===== src/rtl/mult_div_seq_pkg.sv =====
// Shared types and constants for the multicycle multiply/divide sequencer.
package mult_div_pkg;
  localparam int MD_WIDTH = 32;

  typedef enum logic {
    MD_MULT = 1'b0,
    MD_DIV  = 1'b1
  } md_op_t;

  typedef enum logic [2:0] {
    IDLE,
    PREP,
    RUN,
    FIX,
    DONE
  } md_state_t;
endpackage


===== src/rtl/mult_div_seq_if.sv =====
// Request/result bundle between the main control FSM (master) and the MULT/DIV sequencer (slave).
// Carries op_unsigned only when MULT_DIV_SEQ_UNSIGNED_EN is defined.
interface mult_div_seq_if
  import mult_div_pkg::*;
#(
  parameter int WIDTH = MD_WIDTH
);
  logic             start;
  logic             op;
  logic [WIDTH-1:0] a;
  logic [WIDTH-1:0] b;
`ifdef MULT_DIV_SEQ_UNSIGNED_EN
  logic             op_unsigned;
`endif
  logic             busy;
  logic             done;
  logic             div_zero;
  logic [WIDTH-1:0] hi;
  logic [WIDTH-1:0] lo;

  modport master (
    output start, op, a, b,
`ifdef MULT_DIV_SEQ_UNSIGNED_EN
    output op_unsigned,
`endif
    input  busy, done, div_zero, hi, lo
  );

  modport slave (
    input  start, op, a, b,
`ifdef MULT_DIV_SEQ_UNSIGNED_EN
    input  op_unsigned,
`endif
    output busy, done, div_zero, hi, lo
  );
endinterface


===== src/rtl/mult_div_seq_step.sv =====
// One iteration of unsigned shift-add multiply or restoring divide on a 2W+1 bit accumulator.
// MULT: acc = {partial product, multiplier}; DIV: acc = {remainder (W+1), dividend/quotient}.
module md_step
  import mult_div_pkg::*;
#(
  parameter int WIDTH = MD_WIDTH
) (
  input  logic [2*WIDTH:0] acc_i,
  input  logic [WIDTH-1:0] opnd_i,
  input  md_op_t           op_i,
  output logic [2*WIDTH:0] acc_o
);
  logic [WIDTH:0] sum;
  logic [WIDTH:0] rem_sh;
  logic [WIDTH:0] diff;

  always_comb begin
    sum    = acc_i[2*WIDTH:WIDTH] + (acc_i[0] ? {1'b0, opnd_i} : '0);
    rem_sh = acc_i[2*WIDTH-1:WIDTH-1];
    diff   = rem_sh - {1'b0, opnd_i};
    if (op_i == MD_MULT)
      acc_o = {1'b0, sum, acc_i[WIDTH-1:1]};
    else if (rem_sh >= {1'b0, opnd_i})
      acc_o = {diff, acc_i[WIDTH-2:0], 1'b1};
    else
      acc_o = {rem_sh, acc_i[WIDTH-2:0], 1'b0};
  end
endmodule


===== src/rtl/mult_div_seq.sv =====
// Multicycle MULT/DIV sequencer: magnitude iteration in md_step, sign fix-up before HI/LO write.
// Define MULT_DIV_SEQ_UNSIGNED_EN to add op_unsigned (MULTU/DIVU) on the interface.
module mult_div_seq
  import mult_div_pkg::*;
#(
  parameter int WIDTH = MD_WIDTH
) (
  input  logic           clk,
  input  logic           reset,
  mult_div_seq_if.slave  bus
);
  localparam int AW = 2*WIDTH + 1;
  localparam int CW = $clog2(WIDTH + 1);

  md_state_t        state_q, state_d;
  md_op_t           op_q, op_d;
  logic [WIDTH-1:0] a_q, a_d, b_q, b_d;
  logic [WIDTH-1:0] opnd_q, opnd_d;
  logic [AW-1:0]    acc_q, acc_d, step_acc;
  logic [CW-1:0]    cnt_q, cnt_d;
  logic             qneg_q, qneg_d, rneg_q, rneg_d, dz_q, dz_d;
  logic [WIDTH-1:0] hi_q, hi_d, lo_q, lo_d;
  logic             uns_q;

  logic             a_neg, b_neg;
  logic [WIDTH-1:0] a_mag, b_mag, quot, rem;
  logic [2*WIDTH-1:0] prod;

  // Magnitudes are taken from the latched operands; unsigned ops bypass the sign capture.
  assign a_neg = ~uns_q & a_q[WIDTH-1];
  assign b_neg = ~uns_q & b_q[WIDTH-1];
  assign a_mag = a_neg ? -a_q : a_q;
  assign b_mag = b_neg ? -b_q : b_q;
  assign prod  = qneg_q ? -acc_q[2*WIDTH-1:0] : acc_q[2*WIDTH-1:0];
  assign quot  = qneg_q ? -acc_q[WIDTH-1:0] : acc_q[WIDTH-1:0];
  assign rem   = rneg_q ? -acc_q[2*WIDTH-1:WIDTH] : acc_q[2*WIDTH-1:WIDTH];

  md_step #(.WIDTH(WIDTH)) u_step (
    .acc_i  (acc_q),
    .opnd_i (opnd_q),
    .op_i   (op_q),
    .acc_o  (step_acc)
  );

`ifdef MULT_DIV_SEQ_UNSIGNED_EN
  logic uns_d;
`else
  assign uns_q = 1'b0;
`endif

  always_comb begin
    state_d = state_q;
    op_d    = op_q;
    a_d     = a_q;
    b_d     = b_q;
    opnd_d  = opnd_q;
    acc_d   = acc_q;
    cnt_d   = cnt_q;
    qneg_d  = qneg_q;
    rneg_d  = rneg_q;
    dz_d    = dz_q;
    hi_d    = hi_q;
    lo_d    = lo_q;
`ifdef MULT_DIV_SEQ_UNSIGNED_EN
    uns_d   = uns_q;
`endif
    case (state_q)
      IDLE: begin
        dz_d = 1'b0;
        if (bus.start) begin
          op_d    = md_op_t'(bus.op);
          a_d     = bus.a;
          b_d     = bus.b;
`ifdef MULT_DIV_SEQ_UNSIGNED_EN
          uns_d   = bus.op_unsigned;
`endif
          state_d = PREP;
        end
      end
      PREP: begin
        cnt_d  = '0;
        qneg_d = a_neg ^ b_neg;
        rneg_d = a_neg;
        if (op_q == MD_DIV && b_q == '0) begin
          dz_d    = 1'b1;
          state_d = DONE;
        end else begin
          acc_d   = {{(WIDTH+1){1'b0}}, (op_q == MD_MULT) ? b_mag : a_mag};
          opnd_d  = (op_q == MD_MULT) ? a_mag : b_mag;
          state_d = RUN;
        end
      end
      RUN: begin
        acc_d = step_acc;
        cnt_d = cnt_q + 1'b1;
        if (cnt_q == CW'(WIDTH-1)) state_d = FIX;
      end
      FIX: begin
        if (op_q == MD_MULT) begin
          hi_d = prod[2*WIDTH-1:WIDTH];
          lo_d = prod[WIDTH-1:0];
        end else begin
          hi_d = rem;
          lo_d = quot;
        end
        state_d = DONE;
      end
      DONE:    state_d = IDLE;
      default: state_d = IDLE;
    endcase
  end

  always_ff @(posedge clk or negedge reset) begin
    if (!reset) begin
      state_q <= IDLE;
      op_q    <= MD_MULT;
      a_q     <= '0;
      b_q     <= '0;
      opnd_q  <= '0;
      acc_q   <= '0;
      cnt_q   <= '0;
      qneg_q  <= 1'b0;
      rneg_q  <= 1'b0;
      dz_q    <= 1'b0;
      hi_q    <= '0;
      lo_q    <= '0;
    end else begin
      state_q <= state_d;
      op_q    <= op_d;
      a_q     <= a_d;
      b_q     <= b_d;
      opnd_q  <= opnd_d;
      acc_q   <= acc_d;
      cnt_q   <= cnt_d;
      qneg_q  <= qneg_d;
      rneg_q  <= rneg_d;
      dz_q    <= dz_d;
      hi_q    <= hi_d;
      lo_q    <= lo_d;
    end
  end

`ifdef MULT_DIV_SEQ_UNSIGNED_EN
  always_ff @(posedge clk or negedge reset) begin
    if (!reset) uns_q <= 1'b0;
    else        uns_q <= uns_d;
  end
`endif

  assign bus.busy     = (state_q != IDLE);
  assign bus.done     = (state_q == DONE);
  assign bus.div_zero = (state_q == DONE) & dz_q;
  assign bus.hi       = hi_q;
  assign bus.lo       = lo_q;
endmodule

===== src/flat_wrapper.sv =====
// flat-port wrapper written by rule: the top's interface ports become plain ports
module mult_div_seq_flat import mult_div_pkg::*;
#(
  parameter int WIDTH = MD_WIDTH
)
  (clk, reset, bus_start, bus_op, bus_a, bus_b, bus_busy, bus_done, bus_div_zero, bus_hi, bus_lo);
  mult_div_seq_if #(.WIDTH(WIDTH)) bus_i ();
  input  logic clk;
  input  logic reset;
  input wire logic [$bits(bus_i.start)-1:0] bus_start;
  input wire logic [$bits(bus_i.op)-1:0] bus_op;
  input wire logic [$bits(bus_i.a)-1:0] bus_a;
  input wire logic [$bits(bus_i.b)-1:0] bus_b;
  output wire logic [$bits(bus_i.busy)-1:0] bus_busy;
  output wire logic [$bits(bus_i.done)-1:0] bus_done;
  output wire logic [$bits(bus_i.div_zero)-1:0] bus_div_zero;
  output wire logic [$bits(bus_i.hi)-1:0] bus_hi;
  output wire logic [$bits(bus_i.lo)-1:0] bus_lo;
  assign bus_i.start = bus_start;
  assign bus_i.op = bus_op;
  assign bus_i.a = bus_a;
  assign bus_i.b = bus_b;
  assign bus_busy = bus_i.busy;
  assign bus_done = bus_i.done;
  assign bus_div_zero = bus_i.div_zero;
  assign bus_hi = bus_i.hi;
  assign bus_lo = bus_i.lo;
  mult_div_seq #(.WIDTH(WIDTH)) u_core (.clk(clk), .reset(reset), .bus(bus_i));
endmodule

===== config.mk =====
export PLATFORM = sky130hd
export DESIGN_NAME = mult_div_seq_flat
export DESIGN_NICKNAME = d
export VERILOG_FILES = /design/src/rtl/mult_div_seq_pkg.sv /design/src/rtl/mult_div_seq_if.sv /design/src/rtl/mult_div_seq_step.sv /design/src/rtl/mult_div_seq.sv /design/src/flat_wrapper.sv
export SDC_FILE = /design/constraint.sdc
export NUM_CORES = 1
export LEC_CHECK = 0
export BUFFER_PORTS_ARGS = -buffer_cell sky130_fd_sc_hd__buf_2
export CORE_MARGIN = 2
export CORE_UTILIZATION = 53
export DETAILED_ROUTE_END_ITERATION = 7
export GPL_TIMING_DRIVEN = 0
export PLACE_DENSITY = 0.74
export SLEW_MARGIN = 20
export SYNTH_ARGS = -nofsm -noshare
export SYNTH_HDL_FRONTEND = slang
export SYNTH_SLANG_ARGS = --single-unit

===== constraint.sdc =====
create_clock -name clk -period 4.1 [get_ports clk]
set_clock_uncertainty 0.15 [all_clocks]
set_input_delay 0.205 -clock clk [delete_from_list [all_inputs] [get_ports clk]]
set_output_delay 0.205 -clock clk [all_outputs]
set_load 0.02 [all_outputs]

# ---- Word level (Yosys, flattened, before mapping)
# Cells that the tools add are included.
dict set report classes {
  mux 21
  div 0
  bitwise 3
  n_lt_le_gt_ge 1
  addsub 8
  mul 0
  n_eq_ne 9
  n_shift 0
  reduce_logical 11
}
# op count
set op_table {}
lappend op_table {{2-to-1 mux 32 bit} 9}
lappend op_table {{2-to-1 mux 65 bit} 3}
lappend op_table {{case mux 65 bit (2 select lines)} 1}
lappend op_table {{negation 32 bit} 4}
lappend op_table {{2-to-1 mux 64 bit} 1}
lappend op_table {{negation 64 bit} 1}
lappend op_table {{adder 33 bit} 1}
lappend op_table {{>= comparator 33 x 32 -> 1 bit} 1}
lappend op_table {{subtractor 33 x 32 -> 33 bit} 1}
lappend op_table {{zero test 32 bit} 1}
lappend op_table {{case mux 3 bit (4 select lines)} 1}
lappend op_table {{case mux 6 bit (2 select lines)} 1}
lappend op_table {{AND reduction 2 bit} 5}
lappend op_table {{2-to-1 mux 3 bit} 3}
lappend op_table {{adder 6 x 1 -> 6 bit, second input constant} 1}
lappend op_table {{== test 3 x 2 -> 1 bit, second input constant} 2}
lappend op_table {{== test 6 x 5 -> 1 bit, second input constant} 1}
lappend op_table {{inequality test 2 x 1 -> 1 bit, second input constant} 2}
lappend op_table {{inequality test 2 bit, second input constant} 2}
lappend op_table {{nonzero test 2 bit} 2}
lappend op_table {{== test 3 x 1 -> 1 bit, second input constant} 1}
lappend op_table {{== test 3 bit, second input constant} 1}
lappend op_table {{zero test 3 bit} 1}
lappend op_table {{nonzero test 3 bit} 1}
lappend op_table {{6 further kinds} 6}
dict set report word_totals {
  out_inout_bits 67
  romBits 0
  ff_bits 238
  mem_bits_rw 0
  memories 0
  latch_bits 0
  inputBits 68
  wordCells 65
}

# ---- Depth between registers and ports, before layout
dict set report depth {
  depth_word 5
  ltp_mapped 15
  depth_no_buf 13
}

# ---- By module
# Synthesis repeated with hierarchy kept, for this count alone.
dict set report unflattened {
  cells_unflattened 2042
  hier_area_um2 17609.4
}
# module area_each_um2 cells_each n_inst seq_area_each_um2
set by_module_without_submodules {}
lappend by_module_without_submodules {mult_div_seq 12672.2 1308 1 5955.7}
lappend by_module_without_submodules {md_step 4937.2 734 1 0.0}

# ---- Worst setup path after synthesis
# OpenSTA, ideal clock, no wires.
dict set report synth_timing {
  kind {register to register}
  start {register u_core.acc_q[57]}
  end {register u_core.acc_q[59]}
  arrival_time_ns 3.215
  required_ns 3.814
  path_stages_with_launch 11
  path_buffers 2
  synth_period_minus_slack_ns 3.501
  setup_ns 0.136
  setup_slack_ns 0.599
  path_cell_list {dfrtp_1 -> ha_1 -> clkbuf_1 -> and4_1 -> nand3_1 -> or3b_2 -> o31ai_1 -> clkbuf_1 -> nor2_1 -> a221oi_1 -> o21ai_0}
}
dict set report synth_between {
  elab_chain_cells 4
  word_cells_on_any_way 6
  cone_classes {add/sub: 2; order compare: 1; mux: 3}
}
# item line_no
set synth_rtl {}
lappend synth_rtl {{from (decl)} mult_div_seq.sv:19} ;# logic [AW-1:0] acc_q, acc_d, step_acc;
lappend synth_rtl {{from (signal assigned)} mult_div_seq.sv:120} ;# acc_q <= '0;
lappend synth_rtl {{from (signal assigned)} mult_div_seq.sv:133} ;# acc_q <= acc_d;
lappend synth_rtl {{subtractor 33 x 32 -> 33 bit / >= comparator 33 x 32 -> 1 bit (equally long branches)} {mult_div_seq_step.sv:20, mult_div_seq_step.sv:23}}
lappend synth_rtl {{2-to-1 mux 65 bit} mult_div_seq_step.sv:23} ;# else if (rem_sh >= {1'b0, opnd_i})
lappend synth_rtl {{2-to-1 mux 65 bit *} mult_div_seq_step.sv:21} ;# if (op_i == MD_MULT)
lappend synth_rtl {{case mux 65 bit (2 select lines) *} mult_div_seq.sv:67} ;# case (state_q)
# Mark *: on every way between the ends. The rest lies on a longest branch, timed or not.
# A chain may end at the register's enable or synchronous reset.

# ---- Worst setup path after layout
dict set report layout_timing {
  start {register u_core.b_q[0]}
  end {register u_core.acc_q[28]}
}
dict set report layout_between {
  elab_chain_cells 5
  word_cells_on_any_way 9
  cone_classes {add/sub: 1; eq/ne: 1; mux: 4; reduce/logical: 3}
}
# item line_no
set layout_rtl {}
lappend layout_rtl {{from (decl)} mult_div_seq.sv:17} ;# logic [WIDTH-1:0] a_q, a_d, b_q, b_d;
lappend layout_rtl {{from (signal assigned)} mult_div_seq.sv:118} ;# b_q <= '0;
lappend layout_rtl {{from (signal assigned)} mult_div_seq.sv:131} ;# b_q <= b_d;
lappend layout_rtl {{negation 32 bit} mult_div_seq.sv:33} ;# assign b_mag = b_neg ? -b_q : b_q;
lappend layout_rtl {{2-to-1 mux 32 bit} mult_div_seq.sv:33}
lappend layout_rtl {{2-to-1 mux 32 bit} mult_div_seq.sv:88} ;# acc_d = {{(WIDTH+1){1'b0}}, (op_q == MD_MULT) ? b_mag : a_mag};
lappend layout_rtl {{2-to-1 mux 65 bit} mult_div_seq.sv:84} ;# if (op_q == MD_DIV && b_q == '0) begin
lappend layout_rtl {{case mux 65 bit (2 select lines)} mult_div_seq.sv:67}
# Parallel ways exist; a longest one is shown, timed or not. The select of a mux whose other input is x is not followed.

==> impl_metrics.py <==
metrics = {
    "pwr": {
        "p_per_area_nw_per_um2": 1020,
        "power_w": 0.0202,
        "p_leak_nw": 8.68,
        "vdd_drop_max_mv": 0.516,
    },
    "route": {
        "routed_wl_mm": 62.7,
        "post_drt_wl_per_cell_um": 23.9,
        "drt_iter0_drc": 2079,
        "viasPerCell": 6.40,
        "vias": 16800,
        "drtAntennaViolNets": 0,
        "firstDrtPassIters": 5,
        "drc": 0,
    },
    "place": {
        "placed_area_sq_um": 18000,
        "io_buffers": 134,
        "gp_routability_congestion": 1.05,
        "place_hpwl_mm": 47.7,
    },
    "sta": {
        "setup_viol": 0,
        "final_hold_viol_count": 0,
        "timing.final.crit_share_pct": 98.3,
        "fin_hold_ws_ns": 0.0326,
        "tns_ns": 0,
        "worstMarginPinSlew_ns": 0.906,
        "worst_slew_margin_rel_pct": 38.8,
        "period_minus_slack_ns": 4.03,
        "fmax_ghz": 0.248,
        "slew_viol_final": 0,
    },
    "floorplan": {
        "die_area_sq_um": 33100,
        "start_util_pct": 53.5,
        "ios": 135,
        "fp.coreArea_sq_um": 31400,
        "dieWidth_um": 182,
        "die_height_um": 182,
        "row_count": 65,
    },
    "synthesis": {
        "netlist_instances": 1968,
        "yosys.area.top_type": "dfrtp_1",
        "avgSynthCellArea_sq_um": 8.53,
        "seq_area_frac_synth_pct": 35.5,
        "synth_area_sq_um": 16800,
        "synth_area_leaders": "dfrtp_1 35%, o21ai_0 6.7%, ha_1 5.1%, xor2_1 4.6%, xnor2_1 4.6%",
        "synth_cell_types": 76,
        "synth_top_area_share_pct": 35.5,
        "synth_nets": 2107,
        "synth_ff_type": "dfrtp_1",
        "ys_ff_latch": 238,
        "async_flop_share_pct": 100,
        "yosys_warnings": 0,
        "synth_enable_flop_cells": 0,
    },
    "cts": {
        "root_buffer": "clkbuf_16",
        "htreeDepth": 1,
        "numCtsBuffers": 27,
        "cts.sinks": 238,
        "clockBufferDepth": 3,
        "clk_latency_ns": 0.56,
        "clk_pin_slew_ns": 0.07,
        "cts_tree": "built",
    },
    "setup_path": {
        "max_stage_delay_ns": 0.57,
        "crit_fanout": 7,
        "cp.arrival_ns": 4.27,
        "reg2reg_slack_ns": 0.07,
        "end_kind": "flop",
        "critPathKind": "flop to flop",
        "path_cells": "inv_1 -> ha_1 -> or3b_1 -> or4_1 -> buf_2 -> or4_1 -> buf_2 -> o21ai_0 -> xnor2_1 -> o21ai_0 -> a22oi_1",
        "reg2reg_depth": 11,
        "crit_path_start_kind": "flop",
        "timing.rr.end": "u_core.acc_q[28]",
        "startpoint": "u_core.b_q[0]",
        "rr_startpoint": "u_core.b_q[0]",
        "endpoint": "u_core.acc_q[28]",
        "slowest_stage": "o21ai_0",
        "cp.required_ns": 4.34,
    },
    "layout": {
        "layout-drive-gt1-share_pct": 13.9,
        "final_cell_mix": "238 x dfrtp_1, 220 x o21ai_0, 202 x nand2_1, 164 x nor2_1, 148 x a21oi_1",
        "syn2layout_area_growth_pct": 17.8,
        "nets": 2342,
        "fin_area_sq_um": 19800,
        "diodes": 0,
        "final_common_cell": "dfrtp_1",
        "final_util_pct": 62.9,
    },
    "job": {
        "drv_cap": 0,
    },
    "grt": {
        "gr-total-overflow": 0,
        "grt_max_degree": 98,
        "grt_pass1_wl_mm": 95.7,
        "antenna_found_initial": 0,
        "grt_pass1_vias": 16000,
        "grt_usage_pct": 37.7,
    },
    "outcome": {
        "status": "complete, no violations",
    },
    "min_path": {
        "hp-class": "primary input to asynchronous set/reset pin",
    },
}
-- layout make-up --
cell class,instances,area [sq um]
fill,2685,11600
multi-input combinational,1545,10100
sequential,238,5960
timing repair buffer,206,1430
clock buffer,38,817
buffer,124,542
tap,402,503
inverter,61,231
clock inverter,10,159
-- state kept, by name (all words and copies together), names as in the netlist, 3 cells and up --
signal	flops
u_core.a_q	32
u_core.acc_q	65
u_core.b_q	32
u_core.bus.hi	32
u_core.bus.lo	32
u_core.cnt_q	6
u_core.opnd_q	32
u_core.state_q	3
-- synthesized netlist by cell type, drive strengths merged, types with 5 or more instances --
library cell / count
a211oi: 26
a21boi: 5
a21o: 31
a21oi: 150
a221o: 8
a221oi: 8
a22oi: 19
a31oi: 20
and2: 5
and3: 5
buf: 27
clkbuf: 97
dfrtp: 238
ha: 69
inv: 61
mux2: 67
mux2i: 36
nand2: 202
nand2b: 21
nand3: 22
nand4: 15
nor2: 166
nor2b: 14
nor3: 35
nor4: 10
o211ai: 24
o21a: 6
o21ai: 234
o21bai: 6
o22ai: 6
o31ai: 29
o41ai: 21
or2: 12
or3: 17
or3b: 5
or4: 24
xnor2: 88
xor2: 89
-- how the worst min path moves through the flow --
| stage | from | end | slack (ns) |
|---|---|---|---|
| final | reset | u_core.acc_q[49] | 0.03 |
| after global routing | reset | u_core.acc_q[49] | 0.09 |
| after CTS | reset | u_core.acc_q[49] | 0.05 |
| after detailed placement | reset | u_core.bus.hi[23] | 0.04 |
| after global placement | bus_b[0] | u_core.b_q[0] | 0.28 |
| after floorplan | reset | u_core.a_q[0] | -0.24 |
-- metrics by stage --
stage,cells,setup WS (ns)
after floorplan,1968,0.599
after global placement,2504,-1.54
after detailed placement,2507,-0.539
after CTS,2622,0.0387
after global routing,2624,-0.00870
final,2624,0.0711
-- routing by layer --
layer / global-route usage (%) / share of wire [%]
met2: 58.5 / 44
met1: 53.3 / 43
met3: 5.88 / 9.3
met5: 0 / 0
met4: 14.1 / 4.1
-- power breakdown --
| part | internal [W] | switching (W) |
|---|---|---|
| clock | 0.00163 | 0.00103 |
| sequential | 0.00343 | 0.00142 |
| combinational | 0.00455 | 0.00811 |
| total | 0.00961 | 0.0106 |
-- critical path: cells and delay by family, from the launching register on --
kind / cells / cell delay [ns]
buffers and inverters: 3 / 0.53
and+or+nand+nor: 3 / 1.40
adders and majority gates: 1 / 0.22
xor gates and xnor gates: 1 / 0.14
DFF: 1 / 0.47
AOI/OAI and AO/OA: 3 / 0.95
-- repair_timing --
item                       CTS  global route
hold buffers                67             0
resized for setup            8            12
hold endpoints to repair   207             0
setup endpoints to repair   22            26
buffers inserted             0             2
pin swaps                    0             1
-- cells by family after synthesis --
kind of cell    after synthesis  synth area share [%]
fa+ha+maj                    71                  5.38
simple gates                566                  15.7
buf+inv                     185                  4.56
flops                       238                  35.5
xor+xnor                    177                  9.24
mux                         103                  6.64
compound gates              628                  23.0
Power figures use the tool's default switching activity.
